## src/rtl/l_mon_pkg.sv

```systemverilog
// Shared types and constants for the L debounce monitor.
package l_mon_pkg;

  localparam int unsigned STAB_W = 4;

  typedef enum logic [1:0] {
    S_LOW,
    S_L2H,
    S_HIGH,
    S_H2L
  } l_mon_state_t;

endpackage

```

## src/rtl/sat_counter.sv

```systemverilog
// Saturating event counter with a sticky saturation flag and synchronous clear.
module sat_counter #(
  parameter int unsigned CNT_W = 8
) (
  input  logic             clk,
  input  logic             rst_n,
  input  logic             clr,
  input  logic             inc,
  output logic [CNT_W-1:0] cnt,
  output logic             sat
);

  localparam logic [CNT_W-1:0] CntMax = '1;

  logic [CNT_W-1:0] cnt_d, cnt_q;
  logic             sat_d, sat_q;

  always_comb begin
    cnt_d = cnt_q;
    sat_d = sat_q;
    if (clr) begin
      // Clear wins, but a same-cycle increment still counts once.
      cnt_d = inc ? CNT_W'(1) : '0;
      sat_d = 1'b0;
    end else if (inc && (cnt_q != CntMax)) begin
      cnt_d = cnt_q + 1'b1;
      if (cnt_d == CntMax) begin
        sat_d = 1'b1;
      end
    end
  end

  always_ff @(posedge clk) begin
    if (!rst_n) begin
      cnt_q <= '0;
      sat_q <= 1'b0;
    end else begin
      cnt_q <= cnt_d;
      sat_q <= sat_d;
    end
  end

  assign cnt = cnt_q;
  assign sat = sat_q;

endmodule

```

## src/rtl/l_debounce_monitor.sv

```systemverilog
// Registers the decoder output L, debounces it, and reports edge pulses plus
// a saturating count of accepted rising edges.
module l_debounce_monitor
  import l_mon_pkg::*;
#(
  parameter int unsigned DEBOUNCE = 3,
  parameter int unsigned CNT_W    = 8
) (
  input  logic             clk,
  input  logic             rst_n,
  input  logic             l_in,
  input  logic             clr,
  output logic             l_stable,
  output logic             rise_pulse,
  output logic             fall_pulse,
  output logic [CNT_W-1:0] rise_cnt,
  output logic             cnt_sat
);

  localparam logic [STAB_W-1:0] StabLast = STAB_W'(DEBOUNCE - 1);

  logic              l_q;
  l_mon_state_t      state_d, state_q;
  logic [STAB_W-1:0] stab_cnt_d, stab_cnt_q;
  logic              l_stable_d, l_stable_q;
  logic              rise_d, rise_q;
  logic              fall_d, fall_q;

  always_ff @(posedge clk) begin
    if (!rst_n) begin
      l_q        <= 1'b0;
      state_q    <= S_LOW;
      stab_cnt_q <= '0;
      l_stable_q <= 1'b0;
      rise_q     <= 1'b0;
      fall_q     <= 1'b0;
    end else begin
      l_q        <= l_in;
      state_q    <= state_d;
      stab_cnt_q <= stab_cnt_d;
      l_stable_q <= l_stable_d;
      rise_q     <= rise_d;
      fall_q     <= fall_d;
    end
  end

  always_comb begin
    state_d    = state_q;
    stab_cnt_d = stab_cnt_q;
    unique case (state_q)
      S_LOW: begin
        if (l_q) begin
          state_d    = S_L2H;
          stab_cnt_d = STAB_W'(1);
        end
      end
      S_L2H: begin
        if (!l_q) begin
          state_d    = S_LOW;
          stab_cnt_d = '0;
        end else if (stab_cnt_q == StabLast) begin
          state_d    = S_HIGH;
          stab_cnt_d = '0;
        end else begin
          stab_cnt_d = stab_cnt_q + 1'b1;
        end
      end
      S_HIGH: begin
        if (!l_q) begin
          state_d    = S_H2L;
          stab_cnt_d = STAB_W'(1);
        end
      end
      S_H2L: begin
        if (l_q) begin
          state_d    = S_HIGH;
          stab_cnt_d = '0;
        end else if (stab_cnt_q == StabLast) begin
          state_d    = S_LOW;
          stab_cnt_d = '0;
        end else begin
          stab_cnt_d = stab_cnt_q + 1'b1;
        end
      end
      default: begin
        state_d    = S_LOW;
        stab_cnt_d = '0;
      end
    endcase
  end

  // Pulses are decided one cycle early so they register with l_stable.
  always_comb begin
    rise_d     = (state_q == S_L2H) && l_q && (stab_cnt_q == StabLast);
    fall_d     = (state_q == S_H2L) && !l_q && (stab_cnt_q == StabLast);
    l_stable_d = l_stable_q;
    if (rise_d) begin
      l_stable_d = 1'b1;
    end else if (fall_d) begin
      l_stable_d = 1'b0;
    end
  end

  sat_counter #(
    .CNT_W (CNT_W)
  ) u_rise_counter (
    .clk   (clk),
    .rst_n (rst_n),
    .clr   (clr),
    .inc   (rise_d),
    .cnt   (rise_cnt),
    .sat   (cnt_sat)
  );

  assign l_stable   = l_stable_q;
  assign rise_pulse = rise_q;
  assign fall_pulse = fall_q;

endmodule

```

## config.mk

```make
export PLATFORM = sky130hd
export DESIGN_NAME = l_debounce_monitor
export DESIGN_NICKNAME = d
export VERILOG_FILES = /design/src/rtl/l_mon_pkg.sv /design/src/rtl/sat_counter.sv /design/src/rtl/l_debounce_monitor.sv
export SDC_FILE = /design/constraint.sdc
export NUM_CORES = 1
export LEC_CHECK = 0
export ABC_CLOCK_PERIOD_IN_PS = 2200
export CAP_MARGIN = 10
export CORE_MARGIN = 2
export CORE_UTILIZATION = 40
export CTS_BUF_LIST = sky130_fd_sc_hd__clkbuf_2 sky130_fd_sc_hd__clkbuf_4 sky130_fd_sc_hd__clkbuf_8
export CTS_CLUSTER_DIAMETER = 120
export DETAILED_ROUTE_END_ITERATION = 12
export PLACE_DENSITY = 0.67
export SYNTH_ARGS = -nofsm -noshare
export SYNTH_HDL_FRONTEND = slang
export SYNTH_SLANG_ARGS = --single-unit
```

## constraint.sdc

```tcl
create_clock -name clk -period 2.2 [get_ports clk]
set_clock_uncertainty 0.2 [all_clocks]
set_input_delay 0.44 -clock clk [delete_from_list [all_inputs] [get_ports clk]]
set_output_delay 0.44 -clock clk [all_outputs]
set_load 0.02 [all_outputs]
```

==> impl_summary.log <==
[metrics] largest fanout on the critical path: 9
[metrics] CP top delay family: buffers and inverters
[metrics] wire per inst: 13.1 um
[metrics] via count of the first global-routing pass: 870
[metrics] ratio of cells with drive above 1 in the final layout: 20.1%
[metrics] I/O pin count: 16
[metrics] number of standard cells in the layout, taps in and fillers out: 174
[metrics] Setup Total Neg Slack: 0 ps
[metrics] setup repair after global routing missed its margin: no
[metrics] number of rows in the core area: 18
[metrics] transition time at the pin with the least slew margin: 421 ps
[metrics] count of different cell masters after synthesis: 48
[metrics] min Tclk post-route: 2100 ps
[metrics] violation count after the first detailed-route iteration: 28
[metrics] Worst Setup Start Kind: register
[metrics] post-layout total power: 0.576 mW
[metrics] number of CTS-inserted buffers: 3
[metrics] initial core utilization: 42.2%
[metrics] post-synthesis register bit count: 19
[metrics] Main synth FF type: sky130_fd_sc_hd__dfxtp_1
[metrics] residual DRC count: 0
[metrics] Setup CP Type: register to output port
[metrics] result of the run: complete, no violations
[metrics] post-route clock period utilization: 95.3%
[metrics] pre-CTS WS: -72.9 ps
[metrics] clock tree from TritonCTS: yes
[metrics] Mean Syn Cell Area: 8.86 um2
[metrics] reported max-cap violation count: 0
[metrics] CORE AREA: 2480 um2
[metrics] area of the die: 3040 um2
[metrics] area growth from synthesis to layout: 27.2%
[metrics] diodes inserted: 0
[metrics] Final Hold Viols: 0
[metrics] final count of pins violating max slew: 0
[metrics] cell leakage power: 0.478 nW
[metrics] wire length of the first global-routing pass: 3.87 mm
[metrics] vias after detailed routing: 996
[metrics] clock root buffer master: sky130_fd_sc_hd__clkbuf_4
[metrics] highest attainable clock frequency: 477 MHz
[metrics] clock input transition at the sequential cells of the worst setup and hold paths: 110 ps
[metrics] mean number of vias per cell: 5.72
[metrics] worst-case headroom to the max-slew limit: 71.8%
[metrics] most used cells in the layout excluding fill and tap cells: sky130_fd_sc_hd__dfxtp_1 (18), sky130_fd_sc_hd__clkdlybuf4s50_1 (15), sky130_fd_sc_hd__buf_4 (11), sky130_fd_sc_hd__nand2_1 (9), sky130_fd_sc_hd__nor2_1 (8)
[metrics] EDFF count, synth: 0
[metrics] peak per-stage delay on the critical path: 670 ps
[metrics] fraction of registers with async set or reset after synthesis: 0%
[metrics] total clock sinks: 19
[metrics] vertical die dimension: 55.1 um
[metrics] remaining antenna violation count: 0
[metrics] largest net degree at the start of global routing: 13
[metrics] count of nets after finishing: 153
[metrics] placed cell count: 170
[metrics] DIE WIDTH: 55.1 um
[metrics] sum of routed wire length over all layers: 2.27 mm
[metrics] number of buffers and inverters on the critical path: 1
[metrics] antenna violations before repair: 0
[metrics] Hold WC Path Type: register to register
[metrics] number of optimization iterations in the first detailed-route pass: 4
[metrics] standard cell with the maximum stage delay on the critical path: sky130_fd_sc_hd__clkdlybuf4s50_1
[metrics] Final HPWL DP: 1.71 mm
[metrics] critical path cell sequence: clkdlybuf4s50_1
[metrics] worst endpoint required time: 1560 ps
[metrics] sequential cell area fraction in the yosys report: 36.4%
[metrics] H-Tree Depth: 1
[metrics] yosys synthesis warning count: 0
[metrics] total track usage: 17.9%
[metrics] gr ovfl total: 0
[metrics] synthesized netlist cell count: 118
[metrics] most common library cell in the layout ignoring fill and taps: sky130_fd_sc_hd__dfxtp_1
[metrics] Worst Setup Slack, final: 103 ps
[metrics] total standard cell area after synthesis: 1050 um2
[metrics] worst ir drop on vdd: 0.000291 V
[metrics] arrival time at the worst endpoint: 1460 ps
[metrics] count of port buffers added during placement: 15
[metrics] clk_lat worst skew: 300 ps
[metrics] sort of element at the end of the critical path: output port
[metrics] number of buffers between clock root and the deepest sink: 2
[metrics] Syn Nets: 126
[metrics] Power Density: 433 nW/um2
[metrics] utilization of the core after routing: 53.7%
[metrics] global placement routability congestion: 0.801
[metrics] Setup Viol. Count Final: 0
[Yosys cell counts, types with 2 or more instances]
cell type	count	area (um2)
sky130_fd_sc_hd__dfxtp_1	19	380
sky130_fd_sc_hd__nand2_1	9	33.8
sky130_fd_sc_hd__nor2_1	8	30.0
sky130_fd_sc_hd__o21ai_0	7	35.0
sky130_fd_sc_hd__inv_1	6	22.5
sky130_fd_sc_hd__ha_1	4	50.1
sky130_fd_sc_hd__nand3_1	4	20.0
sky130_fd_sc_hd__nor2b_1	4	25.0
sky130_fd_sc_hd__a21oi_1	3	15.0
sky130_fd_sc_hd__a31oi_1	3	18.8
sky130_fd_sc_hd__and2_1	3	18.8
sky130_fd_sc_hd__nand3b_1	3	22.5
sky130_fd_sc_hd__a21boi_0	2	15.0
sky130_fd_sc_hd__a31o_2	2	17.5
sky130_fd_sc_hd__and3_1	2	12.5
sky130_fd_sc_hd__clkbuf_1	2	7.51
sky130_fd_sc_hd__mux2i_1	2	20.0
sky130_fd_sc_hd__nand4_1	2	12.5
sky130_fd_sc_hd__nor3_1	2	10.0
sky130_fd_sc_hd__o221a_2	2	22.5
sky130_fd_sc_hd__o22ai_1	2	12.5
[final timing paths]
path                                             from  depth (start not counted)  slack [ps]                    end
worst max-delay path            u_rise_counter.cnt[3]                          1         100            rise_cnt[3]
worst min-delay path               u_rise_counter.sat                          2         290     u_rise_counter.sat
worst min register to register     u_rise_counter.sat                          2         290     u_rise_counter.sat
worst max register to register          stab_cnt_q[0]                          6         150  u_rise_counter.cnt[3]
[per-stage QoR]
stage | hold WS, ps | area [um2]
after floorplan | 276 | 1050
after detailed placement | 275 | 1300
after global routing | 335 | 1330
after global placement | 275 | 1300
after CTS | 297 | 1320
final | 288 | 1330
[registers in the layout (all words and copies together), names as in the netlist, named ones only]
signal	count
u_rise_counter.sat	1
state_q	1
fall_pulse	1
rise_pulse	1
stab_cnt_q	4
u_rise_counter.cnt	8
l_stable	1
l_q	1
[where the power goes]
part	switching [mW]	leakage (nW)	internal, mW
registers	0.00318	0.154	0.348
clock network	0.112	0.0177	0.0679
logic	0.0210	0.306	0.0235
total	0.136	0.478	0.439
[layer usage]
| metal | up-vias | global-route usage [%] | routed length (um) |
|---|---|---|---|
| li1 | 496 | - | - |
| met1 | 475 | 25.3 | 1170 |
| met2 | 20 | 27.0 | 983 |
| met3 | 5 | 2.69 | 84 |
| met4 | 0 | 7.32 | 37 |
| met5 | - | 0 | 0 |
[cell families after synthesis]
logic type / Yosys count / synth area share, %
AO/OA/AOI/OAI: 30 / 20.7
XOR/XNOR: 1 / 0.837
adder cells (fa/ha/maj): 4 / 4.78
buffers and inverters: 10 / 4.07
flip-flops: 19 / 36.4
multiplexers: 2 / 1.91
AND/OR/NAND/NOR: 52 / 31.3
[repair_timing]
action                                  CTS  global route
resized for setup                         0             3
endpoints found under the setup margin    0             5
buffers inserted                          0             0
hold buffers                              0             0
[layout make-up]
class                   instances  area [um2]
clock buffers                   3        22.5
clock inverters                 1        5.00
fillers                       239        1150
inverters                       6        22.5
multi-input cells              89         628
flip-flops and latches         19         382
well taps                      30        37.5
repair buffers                 26         233
Note: power is estimated with default switching activity, not from simulation.
